`config.mk`:
```
export PLATFORM = sky130hd
export DESIGN_NAME = baud_tick_gen_flat
export DESIGN_NICKNAME = d
export VERILOG_FILES = /design/src/rtl/baud_tick_gen_if.sv /design/src/rtl/baud_tick_gen.sv /design/src/flat_wrapper.sv
export SDC_FILE = /design/constraint.sdc
export NUM_CORES = 1
export LEC_CHECK = 0
export BUFFER_PORTS_ARGS = -buffer_cell sky130_fd_sc_hd__buf_2
export CAP_MARGIN = 20
export CORE_ASPECT_RATIO = 1.4
export CORE_MARGIN = 2
export CORE_UTILIZATION = 52
export CTS_CLUSTER_SIZE = 12
export DETAILED_ROUTE_END_ITERATION = 8
export PLACE_DENSITY = 0.75
export SETUP_SLACK_MARGIN = 0.3
export SLEW_MARGIN = 20
export SYNTH_ARGS = -nofsm -noshare
export SYNTH_HDL_FRONTEND = slang
export SYNTH_SLANG_ARGS = --single-unit
```
`constraint.sdc`:
```
create_clock -name clk -period 4.3 [get_ports clk]
set_clock_uncertainty 0.15 [all_clocks]
set_input_delay 0.86 -clock clk [delete_from_list [all_inputs] [get_ports clk]]
set_output_delay 0.86 -clock clk [all_outputs]
set_load 0.03 [all_outputs]
```
`src/rtl/baud_tick_gen_if.sv`:
```
// Divisor load bus for the baud tick generator.
// The host drives a one-cycle load strobe with the new divisor.
interface baud_tick_gen_if #(
   parameter int BITS      = 11,
   parameter int FRAC_BITS = 4
);
   logic                 load;
   logic [BITS-1:0]      divisor_int;
   logic [FRAC_BITS-1:0] divisor_frac;

   modport master (output load, divisor_int, divisor_frac);
   modport slave  (input  load, divisor_int, divisor_frac);
endinterface

```
`src/rtl/baud_tick_gen.sv`:
```
// Fractional baud-rate oversample tick generator.
// Emits one tick per divisor period and a bit tick every OVERSAMPLE ticks.
module baud_tick_gen #(
   parameter int BITS        = 11,
   parameter int FRAC_BITS   = 4,
   parameter int OVERSAMPLE  = 16,
   parameter int DEFAULT_DIV = 650
) (
   input  logic                          clk,
   input  logic                          reset,
   input  logic                          enable,
   input  logic                          align,
   baud_tick_gen_if.slave                cfg,
   output logic [BITS-1:0]               Q_reg,
   output logic                          tick,
   output logic                          bit_tick,
   output logic [$clog2(OVERSAMPLE)-1:0] os_count
);
   localparam int OSW = $clog2(OVERSAMPLE);

   logic [BITS-1:0]      d_act;
   logic [BITS-1:0]      d_pend;
   logic [FRAC_BITS-1:0] f_act;
   logic [FRAC_BITS-1:0] f_pend;
   logic [FRAC_BITS-1:0] acc;
   logic                 pend;

   logic [BITS-1:0]      d_eff;
   logic [FRAC_BITS:0]   sum;
   logic [BITS:0]        last;
   logic                 term;
   logic                 os_wrap;

   // Period is d_eff plus the fractional carry; last is its terminal count.
   always_comb begin
      d_eff   = (d_act == '0) ? BITS'(1) : d_act;
      sum     = {1'b0, acc} + {1'b0, f_act};
      last    = {1'b0, d_eff} + (BITS+1)'(sum[FRAC_BITS]) - (BITS+1)'(1);
      term    = ({1'b0, Q_reg} == last);
      os_wrap = (os_count == OSW'(OVERSAMPLE - 1));
   end

   always_ff @(posedge clk) begin
      if (reset) begin
         Q_reg    <= '0;
         acc      <= '0;
         os_count <= '0;
         tick     <= 1'b0;
         bit_tick <= 1'b0;
         d_act    <= BITS'(DEFAULT_DIV);
         f_act    <= '0;
         d_pend   <= '0;
         f_pend   <= '0;
         pend     <= 1'b0;
      end else if (align) begin
         Q_reg    <= '0;
         acc      <= '0;
         os_count <= OSW'(OVERSAMPLE / 2);
         tick     <= 1'b0;
         bit_tick <= 1'b0;
         pend     <= 1'b0;
         if (cfg.load) begin
            d_act <= cfg.divisor_int;
            f_act <= cfg.divisor_frac;
         end else if (pend) begin
            d_act <= d_pend;
            f_act <= f_pend;
         end
      end else begin
         tick     <= enable & term;
         bit_tick <= enable & term & os_wrap;
         if (enable) begin
            if (term) begin
               Q_reg    <= '0;
               acc      <= sum[FRAC_BITS-1:0];
               os_count <= os_count + OSW'(1);
            end else begin
               Q_reg <= Q_reg + BITS'(1);
            end
         end
         // A load landing on the terminal count takes effect immediately.
         if (cfg.load && enable && term) begin
            d_act <= cfg.divisor_int;
            f_act <= cfg.divisor_frac;
            pend  <= 1'b0;
         end else begin
            if (pend && (!enable || term)) begin
               d_act <= d_pend;
               f_act <= f_pend;
               pend  <= 1'b0;
            end
            if (cfg.load) begin
               d_pend <= cfg.divisor_int;
               f_pend <= cfg.divisor_frac;
               pend   <= 1'b1;
            end
         end
      end
   end
endmodule

```
`src/flat_wrapper.sv`:
```
// flat-port wrapper written by rule: the top's interface ports become plain ports
module baud_tick_gen_flat 
#(
   parameter int BITS        = 11,
   parameter int FRAC_BITS   = 4,
   parameter int OVERSAMPLE  = 16,
   parameter int DEFAULT_DIV = 650
)
  (clk, reset, enable, align, Q_reg, tick, bit_tick, os_count, cfg_load, cfg_divisor_int, cfg_divisor_frac);
  baud_tick_gen_if #(.BITS(BITS), .FRAC_BITS(FRAC_BITS)) cfg_i ();
  input  logic clk;
  input  logic reset;
  input  logic enable;
  input  logic align;
  output logic [BITS-1:0] Q_reg;
  output logic tick;
  output logic bit_tick;
  output logic [$clog2(OVERSAMPLE)-1:0] os_count;
  input wire logic [$bits(cfg_i.load)-1:0] cfg_load;
  input wire logic [$bits(cfg_i.divisor_int)-1:0] cfg_divisor_int;
  input wire logic [$bits(cfg_i.divisor_frac)-1:0] cfg_divisor_frac;
  assign cfg_i.load = cfg_load;
  assign cfg_i.divisor_int = cfg_divisor_int;
  assign cfg_i.divisor_frac = cfg_divisor_frac;
  baud_tick_gen #(.BITS(BITS), .FRAC_BITS(FRAC_BITS), .OVERSAMPLE(OVERSAMPLE), .DEFAULT_DIV(DEFAULT_DIV)) u_core (.clk(clk), .reset(reset), .enable(enable), .align(align), .cfg(cfg_i), .Q_reg(Q_reg), .tick(tick), .bit_tick(bit_tick), .os_count(os_count));
endmodule
```
==> results of run 1 <==
-- worst max path at each step --
stage	startpoint	endpoint	slack, ns	depth (start not counted)
2_1_floorplan	u_core.acc[0]	u_core.d_pend[0]	0.45	16
3_3_place_gp	u_core.acc[0]	u_core.d_act[10]	0.29	14
3_5_place_dp	u_core.acc[0]	u_core.f_pend[0]	0.23	14
4_1_cts	u_core.acc[0]	u_core.f_act[2]	0.30	13
5_1_grt	u_core.acc[0]	u_core.d_pend[0]	0.29	14
6_report	u_core.acc[0]	u_core.d_act[3]	0.44	15
-- stage by stage --
step,std cells,instance area [µm²],setup WS [ns],utilization (%)
finish,394,3240,0.439,62.3
global route,394,3240,0.285,62.3
CTS,389,3120,0.304,60.1
detailed placement,380,3000,0.234,57.8
global placement,380,3000,0.286,57.8
floorplan,292,2800,0.453,-
-- tightest hold or removal path, delay by kind of cell, from the launching register on --
family	cells	cell delay, ns
multiplexers	1	0.06
AND/OR/NAND/NOR	1	0.07
flip-flops	1	0.33
-- Yosys cell counts (2+ instances only) --
master	instances
a211oi_1	9
a211oi_2	2
a21o_1	7
a21oi_1	6
and3_1	4
and3b_1	2
and4_1	2
buf_12	2
buf_2	4
buf_6	3
clkbuf_1	7
dfxtp_1	52
ha_1	8
inv_1	10
mux2i_1	31
nand2_1	12
nand3_1	3
nand4_1	7
nor2_1	46
nor2b_1	2
nor3_1	3
nor4_1	3
nor4b_4	2
o211ai_1	2
o21a_1	2
o21ai_0	2
o21ai_1	5
o32a_1	4
xnor2_1	15
xor2_1	14
-- where the power goes --
part | internal [mW] | switching, mW
logic | 0.0859 | 0.0971
clock network | 0.111 | 0.152
registers | 0.503 | 0.0273
-- cells by family after synthesis --
kind of cell	after synthesis	share of synthesized area (%)
compound gates	49	14.4
xor+xnor	29	9.07
fa+ha+maj	9	4.29
buf+inv	27	5.76
flops	52	37.2
mux	31	11.1
simple gates	95	18.2
-- timing repair --
action | in CTS | in global routing
gates resized for setup | 1 | 14
endpoints found under the setup margin | 30 | 42
hold buffers | 0 | 0
cloned | 1 | 1
setup buffers | 1 | 4
pin swaps | 3 | 3
-- cell type report --
cell class	instances	area [µm²]	area share, %
well taps	66	82.6	2.55
inverters	10	37.5	1.16
repair buffers	46	318	9.81
flip-flops and latches	52	1040	32.1
clock buffers	6	72.6	2.24
clock inverters	1	5.00	0.155
multi-input cells	213	1680	51.9
-- per-layer routing --
metal  vias to the layer above  share of wire (%)  global-route usage (%)
li1                       1108                  -                       -
met4                         0                1.9                    7.99
met3                        13                3.0                    2.99
met2                        47                 50                    34.2
met5                         -                  0                       0
met1                      1050                 45                    24.7
==> out/qor.csv, run 1 <==
metric,value,unit
Synth top area share,37.2,%
Slew Limit Fails,0,
hold path endpoint,u_core.d_pend[7],
"Clk Latency, worst-skew pair",0.30,ns
min-delay src,u_core.d_pend[7],
worst-path cell chain,ha_2 > fa_2 > a21o_1 > a21oi_2 > ha_2 > ha_4 > or3b_4 > xnor2_4 > nor4b_4 > buf_4 > o21ai_2 > a311oi_4 > clkbuf_16 > o21ai_1 > o32a_1,
NumNets Final,357,
Crit path top cell by count,ha_2,
initial antenna violation count,0,
type of the worst min-delay path,flop to flop,
largest net degree at the start of global routing,38,
Antenna Cells,0,
Final setup violation count,0,
Ys Warns,0,
HPWL Detailed,3940,µm
Residual DRC,0,
"leading cell types in the layout, fill and taps excluded","dfxtp_1, nor2_1, buf_2",
Yosys reg bits,52,
Mapped Cells,292,
leading area contributor after synthesis,dfxtp_1,
Die Area,6000,µm²
Syn-to-layout area delta,15.6,%
Final period util,89.8,%
H-tree depth,2,
CP max FO,7,
share of layout cells above drive strength 1,23.8,%
reg2reg start,u_core.acc[0],
chip width,66.0,µm
starting utilization of the core area,53.9,%
Max Fclk,259,MHz
worst slew pin tran,0.681,ns
CP bufs+invs,2,
Final Hold Vio Count,0,
IO Port Bufs,36,
area of the core,5200,µm²
r2r setup slk,0.44,ns
clock root buffer,clkbuf_8,
"Async S/R FF share, synth",0,%
VDD IR max,0.000182,V
# clock sinks,52,
post-synthesis sequential area ratio,37.2,%
Pre-Repair DR Iteration Count,4,
Overall Power,0.977,mW
Crit path max-delay family,compound AO/OA/AOI/OAI gates,
1st-iter DRT viols,150,
"CTS clk-pin slew, worst paths",0.09,ns
Detailed Route WL,5790,µm
largest buffer count on any clock path,2,
first-pass GRT wire length,9650,µm
IO Count,37,
hold slack,0.348,ns
Post-Synthesis Net Count,321,
Synth Flop Type,dfxtp_1,
Routed Antenna Nets,0,
All-Layer GR Usage,20.0,%
CTS Buf Count,5,
Vias,2218,
wire per inst,14.7,µm
Max-Cap Viols,0,
Worst Path Required,4.34,ns
Rows,31,
setup_tns,0,ns
vias in the first global route,2206,
pwr dens,302,nW/µm²
synth unique cells,51,
fin crit period,3.86,ns
arrival time at the worst endpoint,3.90,ns
fillers,456,
TritonCTS clock tree,yes,
grt total ovfl,0,
RSZ-0062 raised after global routing,no,
Worst slew margin,54.6,%
Post-Syn Area per Cell,9.59,µm²
worst stage delay on the critical path,0.44,ns
Vias per Instance,5.63,
"Cell Area, Synth",2800,µm²
Crit Path Category,flop to flop,
Post-synth EDFFs,0,
Synth area leaders,"dfxtp_1, mux2i_1, nor2_1",
Hold Path Depth,2,
FF-to-FF End,u_core.d_act[3],
Die Ht,90.8,µm
Setup crit end kind,flop,
critical path launch point type,flop,
Lkg Pwr,1.35,nW
outcome,"complete, no violations",
Crit-path slowest cell,or3b_4,
RePlAce Congestion,0.814,
Reg2Reg Depth,15,
"commonest non-fill, non-tap cell in the layout",dfxtp_1,
(Power assumes the default switching activity.)
==> inputs of run 2 (changes only) <==
==> constraint.sdc (replaced) <==
create_clock -name clk -period 3.6 [get_ports clk]
set_clock_uncertainty 0.15 [all_clocks]
set_input_delay 0.72 -clock clk [delete_from_list [all_inputs] [get_ports clk]]
set_output_delay 0.72 -clock clk [all_outputs]
set_load 0.03 [all_outputs]
==> out/qor.csv, run 2 (synthesis gave the netlist of run 1 again) <==
metric,value,unit,change
outcome,finished with violations,,
failing checks,negative setup slack,,
VDD IR max,0.000268,V,+47%
Vias,2342,,+5.6%
arrival time at the worst endpoint,3.83,ns,-0.07 ns
Die Area,6000,µm²,unchanged
Die Ht,90.8,µm,unchanged
first-pass GRT wire length,10500,µm,+8.9%
NumNets Final,381,,+6.7%
fin crit period,3.82,ns,-0.0424 ns
NetSw,0.363,mW,+31%
CP max FO,10,,+3
multi-input logic area,1820,µm²,+8.3%
Worst slew margin,53.6,%,-1.1 points
Overall Power,1.27,mW,+30%
H-tree depth,2,,unchanged
Sw Ratio,28.7,%,+0.39 points
starting utilization of the core area,53.9,%,unchanged
initial antenna violation count,0,,unchanged
IO Count,37,,unchanged
Storage cell area,1040,µm²,+0.24%
Worst Path Required,3.61,ns,-0.73 ns
Final period util,106,%,+16 points
internal cell power,0.903,mW,+29%
"CTS clk-pin slew, worst paths",0.09,ns,about the same
IO Port Bufs,36,,unchanged
largest net degree at the start of global routing,38,,unchanged
Routed Antenna Nets,0,,unchanged
"Clk Latency, worst-skew pair",0.31,ns,about the same
grt total ovfl,0,,unchanged
Antenna Cells,0,,unchanged
All-Layer GR Usage,22.2,%,+2.1 points
chip width,66.0,µm,unchanged
Setup WS pre-CTS,-0.193,ns,-0.427 ns
Slew Limit Fails,0,,unchanged
"commonest non-fill, non-tap cell in the layout",dfxtp_1,,
Final setup violation count,31,,+31
fillers,395,,-13%
vias in the first global route,2310,,+4.7%
post-route design area,3670,µm²,+13%
part of the power in the clock network,27.2,%,+0.3 points
"leading cell types in the layout, fill and taps excluded","dfxtp_1, nor2_1, buf_2",,
critical path launch point type,flop,,
largest buffer count on any clock path,2,,unchanged
Final Hold Vio Count,0,,unchanged
CTS Buf Count,5,,unchanged
Lkg Pwr,1.53,nW,+13%
type of the worst min-delay path,flop to flop,,
Detailed Route WL,6830,µm,+18%
1st-iter DRT viols,159,,+6.0%
Placed Cells,394,,+3.7%
Rows,31,,unchanged
DP Area,3190,µm²,+6.3%
share of layout cells above drive strength 1,34.3,%,+10 points
combinational power share,23.3,%,+4.6 points
area of the core,5200,µm²,unchanged
HPWL Detailed,4140,µm,+5.2%
Vias per Instance,5.59,,-0.71%
Setup crit end kind,flop,,
Final Non-Filler Cells,419,,+6.3%
Final WS setup,-0.219,ns,-0.658 ns
Max Fclk,262,MHz,+1.1%
Seq pwr share,49.5,%,-4.8 points
Max-Cap Viols,0,,unchanged
# clock sinks,52,,unchanged
RePlAce Congestion,0.830,,+2.0%
Residual DRC,0,,unchanged
worst slew pin tran,0.697,ns,+0.0160 ns
pwr dens,345,nW/µm²,+14%
TritonCTS clock tree,yes,,
Syn-to-layout area delta,31.0,%,
clock root buffer,clkbuf_8,,
Crit Path Category,flop to flop,,
wire per inst,16.3,µm,+11%
Pre-Repair DR Iteration Count,4,,unchanged
RSZ-0062 raised after global routing,yes,,
-- run 2: per-layer routing --
| metal | share of wire (%) | GRT usage, % | vias up |
|---|---|---|---|
| met3 | 3.5 | 4.11 | 13 |
| met4 | 2.2 | 7.82 | 0 |
| met2 | 54 | 38.0 | 48 |
| met5 | 0 | 0 | - |
| met1 | 41 | 27.2 | 1130 |
| li1 | - | - | 1151 |
-- run 2: area by class of cell --
class / count / area share (%)
multi-input combinational: 213 / 49.6
sequential: 52 / 28.5
timing repair buffer: 70 / 16.1
clock buffer: 7 / 2.35
tap: 66 / 2.25
inverter: 10 / 1.02
clock inverter: 1 / 0.205
-- run 2: per-stage QoR --
step	hold WS [ns]	util, %	TNS, ns
after global placement	0.317	61.5	-2.17
after CTS	0.357	68.2	-4.07
after global routing	0.380	70.6	-11.24
after floorplan	0.302	-	-1.20
after detailed placement	0.335	61.5	-4.98
final	0.352	70.6	-5.23
-- run 2: repair_timing --
action	4_1_cts	5_1_grt
hold buffers	0	0
setup buffers	11	1
pin swaps	13	6
endpoints found under the setup margin	52	52
cloned	2	3
gates resized for setup	20	11
-- run 2: final timing paths --
path / from / depth (start not counted) / end / slack, ns
max: u_core.f_act[0] / 15 / u_core.d_act[8] / -0.22
max reg2reg: u_core.f_act[0] / 15 / u_core.d_act[8] / -0.22
min: u_core.f_pend[3] / 2 / u_core.f_pend[3] / 0.35
min reg2reg: u_core.f_pend[3] / 2 / u_core.f_pend[3] / 0.35
-- run 2: power by group through the flow --
stage               Sequential, mW  Combinational (mW)  Clock [mW]
floorplan                    0.639               0.158           0
global placement             0.636               0.222           0
detailed placement           0.637               0.228           0
CTS                          0.625               0.266       0.355
global route                 0.630               0.318       0.377
finish                       0.627               0.295       0.344
-- run 2: critical path, cell delays in order, from the launching register on --
cell       delay, ns
dfxtp_2         0.35
ha_4            0.16
fa_2            0.34
a21o_1          0.19
a21oi_2         0.16
ha_2            0.24
ha_4            0.14
or3b_4          0.44
xnor2_4         0.15
nor4b_4         0.25
buf_4           0.17
o2111ai_4       0.14
o21ai_4         0.27
buf_12          0.19
mux2i_2         0.24
a211oi_1        0.10
==> inputs of run 3 (changes only) <==
--- a/config.mk
+++ b/config.mk
@@ -12,8 +12,9 @@
 export CORE_UTILIZATION = 52
 export CTS_CLUSTER_SIZE = 12
 export DETAILED_ROUTE_END_ITERATION = 8
-export PLACE_DENSITY = 0.75
+export PLACE_DENSITY = 0.78
 export SETUP_SLACK_MARGIN = 0.3
+export SKIP_LAST_GASP = 1
 export SLEW_MARGIN = 20
 export SYNTH_ARGS = -nofsm -noshare
 export SYNTH_HDL_FRONTEND = slang
==> constraint.sdc (replaced) <==
create_clock -name clk -period 3.4 [get_ports clk]
set_clock_uncertainty 0.15 [all_clocks]
set_input_delay 0.68 -clock clk [delete_from_list [all_inputs] [get_ports clk]]
set_output_delay 0.68 -clock clk [all_outputs]
set_load 0.03 [all_outputs]
==> out/qor.csv, run 3 (synthesis gave the netlist of run 1 again) <==
metric,value,unit,change
area of the core,5200,µm²,unchanged
largest net degree at the start of global routing,38,,unchanged
pwr dens,382,nW/µm²,+11%
Final setup violation count,51,,+65%
NumNets Final,385,,+1.0%
NetSw,0.405,mW,+11%
Vias per Instance,5.81,,+4.0%
Hold Path Depth,2,,unchanged
RePlAce Congestion,0.826,,-0.54%
FF-to-FF End,u_core.f_act[3],,
# clock sinks,52,,unchanged
Detailed Route WL,7430,µm,+8.9%
VDD IR max,0.000261,V,-2.7%
grt total ovfl,0,,unchanged
arrival time at the worst endpoint,3.87,ns,+0.04 ns
Residual DRC,0,,unchanged
Lkg Pwr,1.54,nW,+0.90%
Routed Antenna Nets,0,,unchanged
min-delay src,u_core.d_pend[6],,
hold path endpoint,u_core.d_pend[6],,
"commonest non-fill, non-tap cell in the layout",dfxtp_1,,
first-pass GRT wire length,11800,µm,+13%
Crit Path Category,flop to flop,,
initial antenna violation count,0,,unchanged
Max-Cap Viols,0,,unchanged
IO Count,37,,unchanged
internal cell power,1.01,mW,+12%
"leading cell types in the layout, fill and taps excluded","dfxtp_1, nor2_1, buf_2",,
CP max FO,7,,-3
Setup WS pre-CTS,-0.421,ns,-0.229 ns
Final Hold Vio Count,0,,unchanged
reg2reg start,u_core.d_act[4],,
type of the worst min-delay path,flop to flop,,
Sw Ratio,28.6,%,-0.083 points
Pre-Repair DR Iteration Count,4,,unchanged
r2r setup slk,-0.40,ns,-0.18 ns
Final WS setup,-0.400,ns,-0.181 ns
largest buffer count on any clock path,2,,unchanged
IO Port Bufs,36,,unchanged
Syn-to-layout area delta,32.3,%,
Slew Limit Fails,0,,unchanged
Critical Path Start,u_core.d_act[4],,
"CTS clk-pin slew, worst paths",0.10,ns,about the same
worst slew pin tran,0.695,ns,-0.00176 ns
Worst slew margin,53.7,%,+0.12 points
Die Ht,90.8,µm,unchanged
RSZ-0062 raised after global routing,yes,,
Worst Path Required,3.47,ns,-0.14 ns
TritonCTS clock tree,yes,,
All-Layer GR Usage,25.3,%,+3.1 points
H-tree depth,2,,unchanged
Antenna Cells,0,,unchanged
"Clk Latency, worst-skew pair",0.31,ns,about the same
Max Fclk,263,MHz,+0.49%
wire per inst,17.6,µm,+7.9%
combinational power share,23.3,%,about the same
Rows,31,,unchanged
part of the power in the clock network,30.2,%,+3.0 points
clock root buffer,clkbuf_8,,
fin crit period,3.80,ns,-0.0188 ns
starting utilization of the core area,53.9,%,unchanged
Vias,2459,,+5.0%
CTS Buf Count,5,,unchanged
vias in the first global route,2501,,+8.3%
failing checks,negative setup slack,,
outcome,finished with violations,,
Setup crit end kind,flop,,
critical path launch point type,flop,,
Die Area,6000,µm²,unchanged
chip width,66.0,µm,unchanged
CTS hold repair buffers,0,,unchanged
setup_tns,-11.84,ns,-6.61 ns
share of layout cells above drive strength 1,36.4,%,+2.1 points
Reg2Reg Depth,16,,+1
Seq pwr share,46.5,%,-3.0 points
Final period util,112,%,+5.7 points
HPWL Detailed,4550,µm,+9.9%
1st-iter DRT viols,203,,+28%
## run 3: changes by cell type in the layout (fill, tap and decap cells not counted), sizes merged
cell,delta
clkbuf,-4
nand2,+1
nand3,+1
buf,+4
clkinv,+1
bufinv,+1
## run 3: layout make-up
type	count	area, µm²
well taps	66	82.6
inverters	10	37.5
multi-input cells	215	1860
fillers	379	1490
clock inverters	3	42.5
clock buffers	5	68.8
repair buffers	72	573
flip-flops and latches	52	1040
## run 3: what timing repair did
item / 4_1_cts / 5_1_grt
pin swaps: 16 / 7
resized for setup: 21 / 13
endpoints found under the setup margin: 52 / 52
cloned: 5 / 1
setup buffers: 5 / 5
## run 3: critical path, stage by stage, from the launching register on
cell and delay, ns:
dfxtp_2 0.33, or4_4 0.54, nor3_2 0.15, a31oi_1 0.11, ha_2 0.21, buf_4 0.14, nor4b_4 0.13, buf_4 0.14
a21o_1 0.20, a2111oi_4 0.41, buf_4 0.19, a41oi_2 0.14, a311oi_4 0.30, buf_6 0.17, clkbuf_16 0.14, nor2_1 0.05
a211oi_2 0.22
## run 3: through the flow
| stage | power [mW] | hold slack [ns] | util [%] | cells | area (µm²) |
|---|---|---|---|---|---|
| floorplan | 0.844 | 0.310 | - | 292 | 2880 |
| global placement | 0.914 | 0.322 | 62.2 | 399 | 3230 |
| detailed placement | 0.925 | 0.335 | 62.2 | 399 | 3230 |
| CTS | 1.39 | 0.356 | 69.0 | 417 | 3590 |
| global route | 1.47 | 0.392 | 71.3 | 423 | 3700 |
| finish | 1.41 | 0.355 | 71.3 | 423 | 3700 |
## run 3: routing by layer
layer / vias up / track usage, % / part of all wire, % / wire, µm
met3: 24 / 4.49 / 3.6 / 266
met1: 1188 / 27.7 / 39 / 2890
met4: 0 / 10.4 / 2.6 / 194
met5: - / 0 / 0 / 0
met2: 79 / 46.2 / 55 / 4080
li1: 1168 / - / - / -
## run 3: worst max-delay path by stage
| stage | depth (start not counted) | end | slack, ns |
|---|---|---|---|
| 2_1_floorplan | 16 | u_core.d_pend[0] | -0.31 |
| 3_3_place_gp | 14 | u_core.d_act[1] | -0.29 |
| 3_5_place_dp | 14 | u_core.f_act[2] | -0.42 |
| 4_1_cts | 15 | u_core.d_pend[0] | -0.31 |
| 5_1_grt | 16 | u_core.f_act[3] | -0.52 |
| 6_report | 16 | u_core.f_act[3] | -0.40 |
## run 3: power by group through the flow
stage               combinational, mW  clock (mW)  sequential (mW)
floorplan                       0.167           0            0.676
global placement                0.247           0            0.667
detailed placement              0.256           0            0.669
CTS                             0.301       0.432            0.656
global route                    0.354       0.453            0.661
finish                          0.330       0.427            0.658
